## config.mk

```make
export PLATFORM = sky130hd
export DESIGN_NAME = fpmult_operand_sequencer
export DESIGN_NICKNAME = d
export VERILOG_FILES = /design/src/rtl/fpmult_operand_sequencer.sv
export SDC_FILE = /design/constraint.sdc
export NUM_CORES = 1
export LEC_CHECK = 0
export ABC_AREA = 1
export ABC_CLOCK_PERIOD_IN_PS = 1900
export BUFFER_PORTS_ARGS = -buffer_cell sky130_fd_sc_hd__buf_2
export CORE_MARGIN = 5
export CORE_UTILIZATION = 48
export DETAILED_ROUTE_END_ITERATION = 10
export HOLD_SLACK_MARGIN = 0.03
export MAX_ROUTING_LAYER = met4
export PLACE_DENSITY = 0.87
export SLEW_MARGIN = 15
export SYNTH_ARGS = -nofsm -noshare
export SYNTH_HDL_FRONTEND = slang
export SYNTH_SLANG_ARGS = --single-unit
```

## constraint.sdc

```tcl
create_clock -name clock -period 1.9 [get_ports clock]
set_clock_uncertainty 0.05 [all_clocks]
set_input_delay 0.38 -clock clock [delete_from_list [all_inputs] [get_ports clock]]
set_output_delay 0.38 -clock clock [all_outputs]
set_load 0.01 [all_outputs]
```

## src/rtl/fpmult_operand_sequencer.sv

```systemverilog
// Operand sequencer for a serial-operand FP32 multiplier.
// Accepts an operand pair, sends A then B on one bus, returns the product.
//
// Ports:
//   clock, nreset          clock and synchronous active-low reset
//   in_valid/in_ready      operand pair handshake (in_a, in_b)
//   mul_a                  registered shared operand bus to the multiplier
//   mul_product/mul_ready  multiplier result and its valid strobe
//   out_valid/out_ready    result handshake (out_product, out_timeout)
module fpmult_operand_sequencer #(
   parameter int unsigned A_CYCLES   = 2,
   parameter int unsigned TIMEOUT    = 16,
   parameter int unsigned GAP_CYCLES = 1
) (
   input  logic        clock,
   input  logic        nreset,
   input  logic        in_valid,
   output logic        in_ready,
   input  logic [31:0] in_a,
   input  logic [31:0] in_b,
   output logic [31:0] mul_a,
   input  logic [31:0] mul_product,
   input  logic        mul_ready,
   output logic        out_valid,
   input  logic        out_ready,
   output logic [31:0] out_product,
   output logic        out_timeout
);

   localparam int unsigned M1 =
      (A_CYCLES > TIMEOUT) ? A_CYCLES : TIMEOUT;
   localparam int unsigned CMAX =
      (M1 > GAP_CYCLES) ? M1 : GAP_CYCLES;
   localparam int unsigned CW = $clog2(CMAX + 1);

   localparam logic [CW-1:0] A_LAST  = CW'(A_CYCLES - 1);
   localparam logic [CW-1:0] TO_LAST = CW'(TIMEOUT - 1);
   // GAP is unreachable when GAP_CYCLES is zero
   localparam logic [CW-1:0] GAP_LAST =
      (GAP_CYCLES == 0) ? '0 : CW'(GAP_CYCLES - 1);

   localparam logic [31:0] QNAN = 32'h7FC0_0000;

   typedef enum logic [2:0] {
      IDLE,
      SEND_A,
      SEND_B,
      HOLD,
      GAP
   } state_t;

   state_t        state_q;
   logic [CW-1:0] cnt_q;
   logic [31:0]   a_q;
   logic [31:0]   b_q;
   logic [31:0]   mul_a_q;
   logic          out_valid_q;
   logic [31:0]   out_product_q;
   logic          out_timeout_q;

   assign in_ready    = nreset && (state_q == IDLE);
   assign mul_a       = mul_a_q;
   assign out_valid   = out_valid_q;
   assign out_product = out_product_q;
   assign out_timeout = out_timeout_q;

   // mul_a is loaded alongside each transition so the bus is
   // already correct in the first cycle of the new state.
   always_ff @(posedge clock) begin
      if (!nreset) begin
         state_q       <= IDLE;
         cnt_q         <= '0;
         a_q           <= '0;
         b_q           <= '0;
         mul_a_q       <= '0;
         out_valid_q   <= 1'b0;
         out_product_q <= '0;
         out_timeout_q <= 1'b0;
      end else begin
         unique case (state_q)
            IDLE: begin
               mul_a_q <= '0;
               if (in_valid) begin
                  a_q     <= in_a;
                  b_q     <= in_b;
                  mul_a_q <= in_a;
                  cnt_q   <= '0;
                  state_q <= SEND_A;
               end
            end
            SEND_A: begin
               if (cnt_q == A_LAST) begin
                  mul_a_q <= b_q;
                  cnt_q   <= '0;
                  state_q <= SEND_B;
               end else begin
                  cnt_q <= cnt_q + 1'b1;
               end
            end
            SEND_B: begin
               // a real result beats the timeout on the same edge
               if (mul_ready) begin
                  out_product_q <= mul_product;
                  out_timeout_q <= 1'b0;
                  out_valid_q   <= 1'b1;
                  mul_a_q       <= '0;
                  cnt_q         <= '0;
                  state_q       <= HOLD;
               end else if (cnt_q == TO_LAST) begin
                  out_product_q <= QNAN;
                  out_timeout_q <= 1'b1;
                  out_valid_q   <= 1'b1;
                  mul_a_q       <= '0;
                  cnt_q         <= '0;
                  state_q       <= HOLD;
               end else begin
                  cnt_q <= cnt_q + 1'b1;
               end
            end
            HOLD: begin
               mul_a_q <= '0;
               if (out_ready) begin
                  out_valid_q <= 1'b0;
                  cnt_q       <= '0;
                  state_q     <= (GAP_CYCLES == 0) ? IDLE : GAP;
               end
            end
            GAP: begin
               mul_a_q <= '0;
               if (cnt_q == GAP_LAST) begin
                  cnt_q   <= '0;
                  state_q <= IDLE;
               end else begin
                  cnt_q <= cnt_q + 1'b1;
               end
            end
            default: begin
               state_q <= IDLE;
               cnt_q   <= '0;
               mul_a_q <= '0;
            end
         endcase
      end
   end

endmodule

```

==> qor.yml <==
run_status:
  outcome: "completed"
synthesis:
  synth_seq_cells: 106
  syn_nets: 682
  synth_area_mm2: 0.00429
  yosysSeqAreaShare: 0.495
  ys_types: 26
  synth_area_per_cell_um2: 7.44
  synth_cells: 576
  yosys_warnings: 0
timing:
  slew-limit-headroom: 0.669
  fin_crit_ns: 1.84
  finalHoldViolCount: 0
  post-route-period-util: 0.971
  slew_viol_final: 0
  final-setup-viol-count: 0
  tightest_slew_ns: 0.497
  clock.fmax_mhz: 542
  finalSetupTns_ns: 0
grt:
  grt_pass1_vias: 3971
  antenna_found_initial: 0
  grt_pass1_wl_mm: 18.6
  track_usage: 0.211
  grt_overflow: 0
  grt_max_degree: 49
die:
  die_y_um: 105
  die_w_um: 105
  io_pins: 168
  coreArea_mm2: 0.00872
  dieArea_mm2: 0.0109
  num_rows: 34
  initial_core_util: 0.492
worst_setup_path:
  startpoint_type: "flop"
  critPathRequiredTime_ns: 2.14
  arrival_ns: 2.08
  path_max_fanout: 11
  cp-end-kind: "flop"
  critPathKind: "reg2reg"
run:
  cap_violations: 0
place:
  gp_congestion: 0.942
  dp_cells: 828
  io_buffers: 167
  dpl.hpwl_mm: 8.68
  placed_cell_area_mm2: 0.00516
cells_and_area:
  diodes: 0
  fin_util: 0.627
  drive_gt1_frac: 0.296
  area_growth_pct: 27.6
  stdcell_area_mm2: 0.00547
  layoutNonFillerInstCount: 845
  layout_common_cells: "buf_2 (167), nand2_1 (159), dfxtp_1 (105)"
  mostFrequentLayoutCell: "buf_2"
  nets: 838
clocking:
  cts_buffer_depth: 2
  clock_sinks: 106
  cts_made_buffers: 9
  worstSkewPairLatency_ns: 0.36
  clk_pin_slew_ns: 0.11
  cts_tree: "built"
  root_buffer: "clkbuf_8"
  htreeDepth: 3
power:
  powerDensity_mw_per_mm2: 1330
  peakVddDrop_v: 0.000698
  p_leak_nw: 2.50
  power.total_w: 0.00728
drt:
  vias_per_cell: 5.04
  drcViolationCount: 0
  drtPass1Iterations: 5
  via_count: 4259
  postRouteAntennaNets: 0
  wirelength_mm: 11.8
  wl_per_cell_um: 14.0
  drt_iter0_drc: 315
worst_hold_path:
  holdCritPathClass: "in2reg"
-- metrics by stage --
step	worst slack (ns)	hold slack [ns]
2_1_floorplan	0.278	0.375
3_5_place_dp	-0.105	0.389
4_1_cts	0.00363	0.189
3_3_place_gp	0.0242	0.384
5_1_grt	-0.0236	0.191
6_report	0.0554	0.202
-- cells in the mapped netlist --
cell type	number	area, µm²
nand2_2	5	31.3
xor2_1	1	8.76
a22oi_1	1	7.51
nor2_1	22	82.6
buf_4	6	45.0
nand2_1	160	601
buf_1	1	3.75
inv_1	50	188
inv_2	6	22.5
nand2_4	1	11.3
buf_6	2	22.5
o22ai_1	9	56.3
nor2_2	1	6.26
ha_1	5	62.6
a31oi_1	1	6.26
dfxtp_1	106	2120
buf_2	11	55.1
clkbuf_1	15	56.3
o21ai_1	3	15.0
o21ai_0	66	330
nor2_8	1	20.0
a21oi_1	94	470
nand4_2	1	12.5
nor2_4	1	11.3
nand3_1	6	30.0
a21oi_2	1	8.76
-- cell type report --
class                   instances  area (µm²)
fillers                       755        3250
flip-flops and latches        106        2120
multi-input cells             379        1820
repair buffers                180         967
inverters                      56         225
well taps                     108         135
clock buffers                  10         128
clock inverters                 6        72.6
-- path summary, 6_finish.rpt --
check | startpoint | to | slack [ns] | cells after the start
setup / recovery | cnt_q[0] | mul_a[27] | 0.06 | 10
hold reg to reg | b_q[18] | b_q[18] | 0.40 | 2
setup reg to reg | cnt_q[0] | mul_a[27] | 0.06 | 10
hold / removal | mul_product[12] | out_product[12] | 0.20 | 3
-- sequential cells by signal, indices dropped and copies added (netlist names) --
register and flops:
state_q 3, cnt_q 5, out_product 32, out_timeout 1, out_valid 1, mul_a 32
b_q 32
-- routing by layer --
metal  vias up  global-route usage  share of wire
li1       2163                   -              -
met5         -                   -              0
met4         0              0.0796          0.016
met1      1925               0.246           0.40
met3        21              0.0379          0.067
met2       150               0.360           0.51
-- critical path, stage by stage (launching register included) --
cell	delay (ns)
dfxtp_1	0.35
ha_1	0.24
nand2_2	0.10
nor2_2	0.05
ha_1	0.20
inv_2	0.11
nand4_4	0.16
nand2_8	0.16
buf_12	0.14
nand2_1	0.06
a21oi_1	0.14
-- logic make-up after synthesis --
logic type,synth area share
flops,0.495
compound gates,0.209
xor+xnor,0.00204
fa+ha+maj,0.0146
simple gates,0.188
buf+inv,0.0916
-- power breakdown --
part | total (W) | switching [W] | leakage, nW | internal (W)
logic | 0.00291 | 0.00186 | 1.53 | 0.00105
clock network | 0.00140 | 0.000776 | 0.0975 | 0.000625
registers | 0.00297 | 0.000247 | 0.867 | 0.00272
total | 0.00728 | 0.00289 | 2.50 | 0.00439
-- timing repair --
item                                    CTS  global route
hold buffers                              0             0
gates resized for setup                   2            20
pin swaps                                 0             1
setup buffers                             0             0
endpoints found under the setup margin   32            68
cloned                                    0             1
endpoints found under the hold margin     0             0
(Power assumes the default switching activity.)
